==> config.mk <==
export PLATFORM = sky130hd
export DESIGN_NAME = cpu_clock_ctrl
export DESIGN_NICKNAME = d
export VERILOG_FILES = /design/src/rtl/cpu_clock_ctrl_pkg.sv /design/src/rtl/input_debouncer.sv /design/src/rtl/cpu_clock_ctrl.sv
export SDC_FILE = /design/constraint.sdc
export NUM_CORES = 1
export LEC_CHECK = 0
export ABC_AREA = 0
export CORE_UTILIZATION = 41
export CTS_BUF_LIST = sky130_fd_sc_hd__clkbuf_16
export DETAILED_ROUTE_END_ITERATION = 6
export GPL_ROUTABILITY_DRIVEN = 0
export PLACE_DENSITY_LB_ADDON = 0.3
export SKIP_CTS_REPAIR_TIMING = 1
export SYNTH_ARGS = -nofsm -noshare
export SYNTH_HDL_FRONTEND = slang
export SYNTH_HIERARCHICAL = 1
export SYNTH_SLANG_ARGS = --single-unit
==> constraint.sdc <==
create_clock -name clk -period 3.1 [get_ports clk]
set_input_delay 0.31 -clock clk [delete_from_list [all_inputs] [get_ports clk]]
set_output_delay 0.31 -clock clk [all_outputs]
set_load 0.02 [all_outputs]
==> src/rtl/cpu_clock_ctrl_pkg.sv <==
// ==== cpu_clock_ctrl_pkg : shared state type and parameter defaults ====
// Rev 1.0
`default_nettype none

package cpu_clock_ctrl_pkg;

  localparam int DEBOUNCE_CYCLES_DEF = 1_000_000;
  localparam int DIV_W_DEF           = 27;
  localparam int CNT_W_DEF           = 16;

  typedef enum logic [0:0] {
    ST_HALT = 1'b0,
    ST_RUN  = 1'b1
  } state_e;

endpackage

`default_nettype wire

==> src/rtl/input_debouncer.sv <==
// ==== input_debouncer : 2-flop synchronizer plus stable-count debouncer ====
// Rev 1.0
`default_nettype none

module input_debouncer #(
  parameter int DEBOUNCE_CYCLES = 1_000_000
) (
  input  logic clk,
  input  logic reset,
  input  logic raw,
  output logic level
);

  localparam int CW = (DEBOUNCE_CYCLES > 1) ? $clog2(DEBOUNCE_CYCLES) : 1;
  localparam logic [CW-1:0] CNT_MAX = CW'(DEBOUNCE_CYCLES - 1);

  logic          sync1;
  logic          sync2;
  logic [CW-1:0] cnt;

  always_ff @(posedge clk or negedge reset) begin
    if (!reset) begin
      sync1 <= 1'b0;
      sync2 <= 1'b0;
      cnt   <= '0;
      level <= 1'b0;
    end else begin
      sync1 <= raw;
      sync2 <= sync1;
      // Any sample agreeing with the accepted level restarts the stability window.
      if (sync2 == level) begin
        cnt <= '0;
      end else if (cnt == CNT_MAX) begin
        level <= ~level;
        cnt   <= '0;
      end else begin
        cnt <= cnt + CW'(1);
      end
    end
  end

endmodule

`default_nettype wire

==> src/rtl/cpu_clock_ctrl.sv <==
// ==== cpu_clock_ctrl : run/halt/single-step controller producing cpu_tick ====
// Rev 1.0
`default_nettype none

module cpu_clock_ctrl
  import cpu_clock_ctrl_pkg::*;
#(
  parameter int DEBOUNCE_CYCLES = DEBOUNCE_CYCLES_DEF,
  parameter int DIV_W           = DIV_W_DEF,
  parameter int CNT_W           = CNT_W_DEF
) (
  input  logic             clk,
  input  logic             reset,
  input  logic             run_sw,
  input  logic             step_btn,
  input  logic             halt_req,
  input  logic [DIV_W-1:0] period,
  output logic             cpu_tick,
  output logic             running,
  output logic [CNT_W-1:0] tick_count
);

  logic             run_lvl;
  logic             step_lvl;
  logic             step_prev;
  logic             step_pulse;
  state_e           state;
  state_e           state_next;
  logic [DIV_W-1:0] pc;
  logic [DIV_W-1:0] pc_next;
  logic [DIV_W-1:0] term;
  logic             tick_next;

  input_debouncer #(.DEBOUNCE_CYCLES(DEBOUNCE_CYCLES)) u_run_deb (
    .clk   (clk),
    .reset (reset),
    .raw   (run_sw),
    .level (run_lvl)
  );

  input_debouncer #(.DEBOUNCE_CYCLES(DEBOUNCE_CYCLES)) u_step_deb (
    .clk   (clk),
    .reset (reset),
    .raw   (step_btn),
    .level (step_lvl)
  );

  assign step_pulse = step_lvl & ~step_prev;
  assign term       = (period == '0) ? '0 : period - DIV_W'(1);
  assign running    = (state == ST_RUN);

  always_comb begin
    state_next = state;
    pc_next    = '0;
    tick_next  = 1'b0;
    case (state)
      ST_HALT: begin
        tick_next = step_pulse;
        if (run_lvl && !halt_req) state_next = ST_RUN;
      end
      ST_RUN: begin
        // >= so a period shrunk below the running count ticks at once instead of wrapping.
        if (!run_lvl || halt_req) begin
          state_next = ST_HALT;
        end else if (pc >= term) begin
          tick_next = 1'b1;
        end else begin
          pc_next = pc + DIV_W'(1);
        end
      end
      default: state_next = ST_HALT;
    endcase
  end

  always_ff @(posedge clk or negedge reset) begin
    if (!reset) begin
      state      <= ST_HALT;
      pc         <= '0;
      cpu_tick   <= 1'b0;
      step_prev  <= 1'b0;
      tick_count <= '0;
    end else begin
      state     <= state_next;
      pc        <= pc_next;
      cpu_tick  <= tick_next;
      step_prev <= step_lvl;
      if (cpu_tick) tick_count <= tick_count + CNT_W'(1);
    end
  end

endmodule

`default_nettype wire

==> summary.md <==
The worst ir drop on vdd was 0.0003071 V. The flow ran to the end, but the final reports show violations. By area the synthesized netlist is led by dfrtp_1, xnor2_1, ha_1. The tools report the sum of negative setup slack as -2.166 ns.

For the number of nets with antenna violations after routing, the log shows 0. The tools report the I/O pin count as 50. The clock period minus final worst setup slack is 3.189 ns. In this run, placement finished with an instance count of 835. The worst path arrival time is 3.41 ns.

The depth of the CTS H-tree is 3. The first detailed-routing pass took 6 iterations. The tools report the clock tree root buffer cell as clkbuf_16. The clock passes through at most 2 buffers. The number of max-slew violations in the final report was 0. The aggregate routed wire length came out at 12020 um.

The die area is 14000 um^2, and the count of port buffers added during placement is 49. In this run, synthesis produced a sequential element count of 92. The total global routing overflow was 0; the die span in x was 118.3 um. The worst min-delay path category was primary input to asynchronous set/reset pin. Leaving out fill and tap cells, the most frequent cell in the layout is dfrtp_1. The worst setup path is launched from a primary input. Dividing the synthesized area by the synthesized cell count gives 9.684 um^2.

The logs give 741 for the number of nets at the end of the flow and 4478 for the number of global-route vias before repair. Counting the buffers created by CTS gives 9. Dividing total power by cell area gives a power density of 359.0 nW/um^2. Global routing used 17.45% of the available tracks across all layers.

For this run, the number of Yosys warnings is 6. For this run, asynchronously set or reset flops after synthesis account for 100.0%. At the later pin of the worst-skew pair, clock insertion delay measures 0.34 ns. The final reports fail on negative setup slack. Setup slack on the worst reg-to-reg path comes out at 0.87 ns. The number of enable flip-flop cells after synthesis came out at 0.

The sort of element at the end of the critical path is a flop. The logs give 335 for the count of routing violations after the opening detailed-route iteration and 42 for the cell row count. Across the run, the number of max-cap violations was 0.

The library cells used most frequently in the layout, excluding fill and tap cells, are dfrtp_1, nor2_1, xnor2_1, buf_4, nand2_1. The clock net in this run drives a total of 92 sinks. The area growth from synthesis to final layout came out at 28.46%. Once layout is complete, the utilization of the core stands at 53.83%.

The highest clock rate was 313.6 MHz; the total number of vias was 4505. The total area inside the core boundary comes to 13240 um^2. The gate count of the mapped netlist is 573, and the fraction of synthesized cell area taken by the top area cell type is 41.49%.

Headroom to the max-slew limit came out at 40.55%. Yosys mapped the design onto 52 distinct sky130hd cell types. 0 antenna diodes ended up in the layout.

From bottom edge to top edge, the die measures 118.3 um. Among all flip-flop cells after synthesis, the most frequent one is dfrtp_1. Setup repair after global routing could not meet its margin everywhere.

The worst clock skew was 0.006210 ns; the average wire length per cell after detail routing was 14.03 um. Final hold analysis gives a worst-case slack of 0.06093 ns. The post-synthesis instance area was 5549 um^2.

Setup violations remaining at the end of the flow were counted as 28. The initial antenna violation count came out at 0. The highest net fanout along the worst path is 8, and the fraction of final layout cells with drive strength greater than 1 is 18.06%. For the proportion of synthesized chip area in sequential cells, the log shows 41.49%.

After detailed routing, the number of vias per cell comes to 5.257. The clock slew at the register clock pins of the worst setup and hold paths came out at 0.06 ns. The transition time of the tightest slew-check pin was 0.8836 ns.

The completed layout was analyzed and its total power is 0.002559 W. The number of design rule violations left after detail routing came out at 0. The leading area contributor after synthesis is dfrtp_1. The worst path uses 102.9% of the clock period. TritonCTS built the clock tree. The tools report the slack of the critical path as -0.08872 ns. The logs give 20090 um for the wire length of the first global-routing pass and 41.90% for the initial core utilization. Startpoint-to-endpoint class of the critical path: primary input to flop. For the number of hold violations in the final report, the log shows 0. The run gives 857 as the final standard cell count with taps included and fillers excluded. At the worst endpoint, the required time is 3.32 ns.

The tools report the leakage component of the power as 3.147 nW. Entering global routing, the biggest net connects 66 pins. Once detailed placement completed, the half-perimeter wirelength came to 8777 um.

The number of nets handed over by synthesis was 637.
==> cell type report <==
type,instances,area [um^2]
Fill cell,1233,6115
Timing Repair Buffer,105,982.2
Clock buffer,9,225.2
Inverter,12,45.04
Multi-Input combinational cell,457,3271
Tap cell,176,220.2
Sequential cell,92,2302
Clock inverter,6,82.58
==> state kept, by name (all words and copies together) (netlist names) <==
signal,cells
pc,27
u_run_deb/cnt,20
u_step_deb/cnt,20
tick_count,16
cpu_tick,1
running,1
step_prev,1
u_run_deb/level,1
u_run_deb/sync1,1
u_run_deb/sync2,1
u_step_deb/level,1
u_step_deb/sync1,1
u_step_deb/sync2,1
==> Yosys cell counts (6+ instances only) <==
library cell and instances:
nand2_1 51, nor4_1 11, dfrtp_1 92, xor2_1 38, nand4_1 25, and3_1 9
nor2_1 57, nand3_1 33, o21ai_0 11, xnor2_1 56, inv_1 12, nand2_2 7
a21oi_1 15, ha_1 32, and4_1 6, nor3_1 41
==> per-layer routing <==
metal	vias to the layer above	GRT usage (%)	wire length, um
met4	0	8.494	264
met1	2133	21.79	5425
met5	-	0	0
met2	108	29.96	5966
met3	19	1.979	367
li1	2245	-	-
==> critical path, stage by stage <==
cell and delay, ns:
buf_6 0.09, or4_4 0.57, nor2_8 0.14, nand3_4 0.08
or4b_4 0.63, nand2_4 0.11, ha_4 0.13, nand4_1 0.12
or4_4 0.56, nor3_2 0.16, o31a_1 0.17, buf_6 0.13
buf_6 0.14, nor3_1 0.06
==> cell families after synthesis <==
family,synth area share [%]
buf+inv,2.480
simple gates,28.55
xor+xnor,14.84
mux,1.330
compound gates,4.104
fa+ha+maj,7.215
flops,41.49
==> through the flow <==
| step | area, um^2 | setup WS (ns) |
|---|---|---|
| 3_3_place_gp | 6585 | -0.6130 |
| 4_1_cts | 6893 | -0.3504 |
| 5_1_grt | 7128 | -0.1978 |
| 2_1_floorplan | 5620 | -0.3367 |
| 3_5_place_dp | 6585 | -0.7193 |
| 6_report | 7128 | -0.08872 |
==> power by group <==
group / switching (W) / internal (W)
Clock: 0.000441 / 0.000696
Combinational: 0.000102 / 0.000102
Sequential: 0.00000878 / 0.00121
Total: 0.000552 / 0.00201
==> worst paths after layout <==
kind | startpoint | end | cells past startpoint
worst min register to register | u_step_deb/sync1 | u_step_deb/sync2 | 0
min in group clk | u_step_deb/sync1 | u_step_deb/sync2 | 0
worst max-delay path | period[16] | pc[11] | 14
max in group asynchronous | reset | u_run_deb/cnt[16] | 2
worst max register to register | pc[21] | pc[11] | 8
worst min-delay path | reset | tick_count[13] | 1
(Power assumes the default switching activity.)
